$ cat config.mk
export PLATFORM = sky130hd
export DESIGN_NAME = sb_cfg_loader
export DESIGN_NICKNAME = d
export VERILOG_FILES = /design/src/rtl/sb_cfg_loader.sv
export SDC_FILE = /design/constraint.sdc
export NUM_CORES = 1
export LEC_CHECK = 0
export CAP_MARGIN = 10
export CORE_MARGIN = 2
export CORE_UTILIZATION = 54
export DETAILED_ROUTE_END_ITERATION = 6
export GPL_ROUTABILITY_DRIVEN = 0
export PLACE_DENSITY = 0.79
export SLEW_MARGIN = 20
export SYNTH_ARGS = -nofsm -noshare
export SYNTH_HDL_FRONTEND = slang
export SYNTH_SLANG_ARGS = --single-unit
$ cat constraint.sdc
create_clock -name clk -period 2.15 [get_ports clk]
set_input_delay 0.215 -clock clk [delete_from_list [all_inputs] [get_ports clk]]
set_output_delay 0.215 -clock clk [all_outputs]
set_load 0.01 [all_outputs]
$ cat src/rtl/sb_cfg_loader.sv
// Serial configuration loader for one switch box: shifts in an MSB-first word
// plus an even-parity bit, then commits it to prog when the datapath allows.
module sb_cfg_loader #(
  parameter int PROG_W = 32
) (
  input  logic              clk,
  input  logic              rst_n,
  input  logic              cfg_start,
  input  logic              cfg_valid,
  input  logic              cfg_bit,
  input  logic              cfg_abort,
  input  logic              apply_ok,
  output logic [PROG_W-1:0] prog,
  output logic              cfg_busy,
  output logic              cfg_done,
  output logic              cfg_err
);

  localparam int CNT_W = $clog2(PROG_W);
  localparam logic [CNT_W-1:0] LAST_BIT = CNT_W'(PROG_W - 1);

  typedef enum logic [1:0] {
    IDLE,
    SHIFT,
    PARITY,
    COMMIT
  } state_t;

  state_t             state, state_next;
  logic [PROG_W-1:0]  shadow, shadow_next;
  logic [CNT_W-1:0]   count, count_next;
  logic [PROG_W-1:0]  prog_next;
  logic               busy_next, done_next, err_next;

  // Next-state and next-output logic. Abort outranks every other input in any
  // non-IDLE state, so it is tested first in each branch.
  always_comb begin
    // NOTE: every variable gets a default here so no path leaves one unassigned,
    // which would otherwise infer a latch.
    state_next  = state;
    shadow_next = shadow;
    count_next  = count;
    prog_next   = prog;
    done_next   = 1'b0;
    err_next    = 1'b0;

    unique case (state)
      IDLE: begin
        if (cfg_start) begin
          state_next  = SHIFT;
          count_next  = '0;
          shadow_next = '0;
        end
      end

      SHIFT: begin
        if (cfg_abort) begin
          state_next = IDLE;
        end else if (cfg_valid) begin
          shadow_next = {shadow[PROG_W-2:0], cfg_bit};
          count_next  = count + CNT_W'(1);
          if (count == LAST_BIT) state_next = PARITY;
        end
      end

      PARITY: begin
        if (cfg_abort) begin
          state_next = IDLE;
        end else if (cfg_valid) begin
          if (((^shadow) ^ cfg_bit) == 1'b0) begin
            state_next = COMMIT;
          end else begin
            state_next = IDLE;
            err_next   = 1'b1;
          end
        end
      end

      COMMIT: begin
        if (cfg_abort) begin
          state_next = IDLE;
        end else if (apply_ok) begin
          prog_next  = shadow;
          done_next  = 1'b1;
          state_next = IDLE;
        end
      end

      default: state_next = IDLE;
    endcase

    // Busy is registered from the next state so it drops in the same cycle
    // that done or err rises.
    busy_next = (state_next != IDLE);
  end

  // NOTE: sequential state uses non-blocking assignments so all registers
  // update together on the edge regardless of statement order.
  always_ff @(posedge clk or negedge rst_n) begin
    if (!rst_n) begin
      state    <= IDLE;
      shadow   <= '0;
      count    <= '0;
      prog     <= '0;
      cfg_busy <= 1'b0;
      cfg_done <= 1'b0;
      cfg_err  <= 1'b0;
    end else begin
      state    <= state_next;
      shadow   <= shadow_next;
      count    <= count_next;
      prog     <= prog_next;
      cfg_busy <= busy_next;
      cfg_done <= done_next;
      cfg_err  <= err_next;
    end
  end

endmodule

== Word-level counts from Yosys, hierarchy flattened ==
Cells that the tools add are included.

* Shift-type cells: 0
* Add/subtract/negate cells: 1
* Reductions and logical operators: 6
* Equality and inequality tests: 7
* Magnitude comparators: 0
* Bitwise operators: 2
* Multiplexer cells: 25
* Divide/modulo/power cells: 0
* Multiply operators: 0

{| class="wikitable"
|+ Operator list
! operator !! count
|-
| 2-to-1 mux 32 bit || 3
|-
| one-hot mux 32 bit (2 select lines) || 1
|-
| XOR reduction 32 bit || 1
|-
| 2-to-1 mux 2 bit || 9
|-
| 2-to-1 mux 5 bit || 3
|-
| one-hot mux 5 bit (2 select lines) || 1
|-
| one-hot mux 2 bit (4 select lines) || 1
|-
| 2-to-1 mux 1 bit || 7
|-
| inequality test 2 bit, second input constant || 3
|-
| adder 5 x 1 -> 5 bit, second input constant || 1
|-
| equality test 5 bit, second input constant || 1
|-
| equality test 2 bit, second input constant || 2
|-
| AND reduction 4 bit || 1
|-
| nonzero test 2 bit || 2
|-
| AND reduction 3 bit || 1
|-
| equality test 2 x 1 -> 1 bit, second input constant || 1
|-
| zero test 2 bit || 1
|-
| NOT 1 bit || 1
|-
| XOR 1 bit || 1
|}

* Memories: 0
* Latch bits: 0
* Register bits after elaboration: 74
* Memory bits (writable): 0
* Memory bits (read-only): 0
* Logic and storage cells: 48
* Input bits: 7

== Longest topological paths before layout ==
* Word-level depth: 7
* Depth in mapped cells: 8
* Gate-level depth less buffers: 8

== Worst setup path after synthesis ==
OpenSTA, ideal clock, no wires.

* Kind: reg-to-reg
* Start: register count[0]
* End: register cfg_busy
* Buffers on the path: 0
* Required time: 2.022 ns
* Setup slack: 0.318 ns
* Arrival time: 1.704 ns
* Cell stages (with the launch flop): 9
* Clock period less this slack: 1.832 ns
* Cells stage by stage: dfrtp_1 -> ha_1 -> and3_1 -> ha_1 -> mux2_2 -> a21boi_0 -> nand2_1 -> mux2i_1 -> o21ai_1

* Cells in the longest elaborated chain, start to end: 6

{| class="wikitable"
|+ RTL lines
! what !! line !! RTL
|-
| from (decl) || 31 || <nowiki>logic [CNT_W-1:0] count, count_next;</nowiki>
|-
| from (signal assigned) || 111 || <nowiki>count <= count_next;</nowiki>
|-
| equality test 5 bit || 62 || <nowiki>if (count == LAST_BIT) state_next = PARITY;</nowiki>
|-
| 2-to-1 mux 2 bit || 62 ||
|-
| 2-to-1 mux 2 bit || 59 || <nowiki>end else if (cfg_valid) begin</nowiki>
|-
| 2-to-1 mux 2 bit || 57 || <nowiki>if (cfg_abort) begin</nowiki>
|-
| one-hot mux 2 bit (4 select lines) || 47 || <nowiki>unique case (state)</nowiki>
|-
| nonzero test 2 bit || 94 || <nowiki>busy_next = (state_next != IDLE);</nowiki>
|-
| named net busy_next || 33 || <nowiki>logic busy_next, done_next, err_next;</nowiki>
|-
| to (signal assigned) || 113 || <nowiki>cfg_busy <= busy_next;</nowiki>
|-
| to (decl) || 14 || <nowiki>output logic cfg_busy,</nowiki>
|}

The timed path passes the listed nets, and every way through them passes these cells.
A chain may end at the register's enable or synchronous reset.

== Final worst setup path ==
Same ends and word-level chain as after synthesis.

==> out/metrics.yaml <==
run_status: "complete, no violations"
portBuffers: 41
vias_per_cell: 5.50
cp-end-kind: "flop"
antenna_cells: 0
core-area_um2: 5540
fill_cells: 396
synth_nets: 227
cts_tree: "done"
fin_ws_ns: 0.186
final.setup.tns_ns: 0
ys_warn_count: 0
mostFrequentLayoutCell: "dfrtp_1"
power_uw: 2750
relSlewSlack: 0.745
root_buffer: "clkbuf_8"
hold_viol: 0
grt_pass1_wl_um: 9220
synth.top_cells.by_area: "dfrtp_1 (60%), mux2_2 (12%), a22o_1 (9.6%)"
power_switching_uw: 594
yosysTopAreaCell: "dfrtp_1"
fin_skew_ns: 0.00736
ant_nets: 0
die_w_um: 79.8
ir_worst_vdd_uv: 664
power_frac_clock: 0.425
dieArea_um2: 6360
grt_max_degree: 75
intPower_uw: 2150
rows: 27
grt_pass1_vias: 1874
areaGrowthSynthToFinish_pct: 24.8
dr.first_iter.drc_count: 141
rsz0062_at_grt: "no"
synth_cell_types: 29
drcViolationCount: 0
cts_buffers: 9
tightest_slew_ns: 0.382
place.detailed.hpwl_um: 3380
synth_top_area_share: 0.597
fin_crit_ns: 1.96
p_per_area_nw_per_um2: 710
final_cell_mix: "dfrtp_1 (74), clkdlybuf4s50_1 (40), mux2_2 (34), a22o_1 (34), xnor2_1 (25)"
slew_violations: 0
synth-seq-cells: 74
period_share: 0.913
initial_utilization: 0.560
wl_per_cell_um: 15.7
worstSetupPathType: "flop to flop"
syn_area_um2: 3100
pre_cts_slack_ns: 0.0208
dpl-instance-area_um2: 3630
ys_seq_area_frac: 0.597
clock_latency_ns: 0.35
swShare: 0.216
clock-sinks: 74
sequentialPowerShare: 0.515
die_y_um: 79.8
combPwrFrac: 0.060
fin_nets: 274
antenna_found_initial: 0
design_area_um2: 3870
cts_max_path_buffers: 2
finalSetupViolCount: 0
h-tree-depth: 3
gr-total-overflow: 0
clk_pin_slew_ns: 0.07
vias: 1882
first_pass_iters: 4
io_pins: 42
critPathArrivalTime_ns: 2.19
grtUsageTotal: 0.197
avgSynthCellArea_um2: 14.2
hold_path_class: "input port to async pin"
fmax_mhz: 509
cp-start-kind: "flop"
drive_above_1_share: 0.222
crit_required_ns: 2.37
p_leak_uw: 0.00185
cap_violations: 0
syn_inst: 218
crit_fanout: 3
wl_um: 5380
==> power groups by stage <==
stage	Combinational, µW	Sequential (µW)	Clock (µW)
after global placement	158	1440	0
after floorplan	82.8	1440	0
after detailed placement	162	1440	0
after CTS	164	1410	1190
final	164	1410	1170
after global routing	182	1420	1260
==> synthesized netlist by cell type (all sizes together) <==
master	n
nand3	1
nor3b	1
a31oi	2
a21oi	2
clkbuf	8
ha	2
xor2	5
nor2b	1
nand2	5
o21ai	2
xnor2	26
nor2	5
a22o	34
xnor3	2
mux2i	1
nand4	1
inv	2
or4bb	1
a21o	1
a311o	1
nand2b	2
mux2	34
and3	1
dfrtp	74
buf	3
a21boi	1
==> sequential cells by signal (all words and copies together), names as in the netlist <==
register  count
cfg_busy      1
cfg_done      1
cfg_err       1
count         5
prog         32
shadow       32
state         2
==> critical path, cell delays in order (launching register included) <==
cell and delay (ns):
dfrtp_1 0.40, ha_1 0.21, and3_1 0.18, ha_1 0.20, mux2_2 0.28, a21boi_2 0.19, nand2b_1 0.10, mux2i_2 0.18
o21ai_1 0.09
==> timing repair <==
action,4_1_cts,5_1_grt
endpoints found under the hold margin,74,0
resized for setup,0,3
endpoints found under the setup margin,0,2
setup buffers,0,0
hold buffers,1,0
==> final timing paths <==
check | start | end | slack, ns | depth (start not counted)
min | rst_n | prog[25] | 0.43 | 3
max | count[0] | cfg_busy | 0.19 | 8
min reg2reg | prog[24] | prog[24] | 0.50 | 1
min in group clk | prog[24] | prog[24] | 0.50 | 1
max reg2reg | count[0] | cfg_busy | 0.19 | 8
max in group asynchronous | rst_n | shadow[10] | 1.42 | 3
==> kinds of logic (layout without fill, tap and decap cells) <==
logic type | Yosys count | in the layout | synth area share
buf+inv | 13 | 65 | 0.0169
simple gates | 18 | 18 | 0.0315
mux | 35 | 35 | 0.127
xor+xnor | 33 | 33 | 0.105
fa+ha+maj | 2 | 2 | 0.00807
flops | 74 | 74 | 0.597
compound gates | 43 | 43 | 0.115
==> per-stage QoR <==
stage | std cells | hold WS [ns] | util
after floorplan | 218 | -0.0806 | -
after global placement | 325 | 0.270 | 0.656
after detailed placement | 325 | 0.272 | 0.656
after CTS | 342 | 0.428 | 0.697
after global routing | 342 | 0.452 | 0.698
final | 342 | 0.434 | 0.698
==> layout make-up <==
class,count,area (µm²),share of cell area
sequential,74,1850,0.479
multi-input combinational,131,1210,0.313
timing repair buffer,47,490,0.127
clock buffer,11,141,0.0365
tap,72,90.1,0.0233
clock inverter,5,77.6,0.0201
inverter,2,7.51,0.00194
==> layer usage <==
layer  GRT usage  routed length, µm  vias to the layer above
met2       0.276               2390                       35
met3      0.0758                258                        7
met4      0.0814                 97                        0
li1            -                  -                      879
met5           0                  0                        -
met1       0.277               2640                      961
No activity file was read; power rests on OpenSTA's default activity.
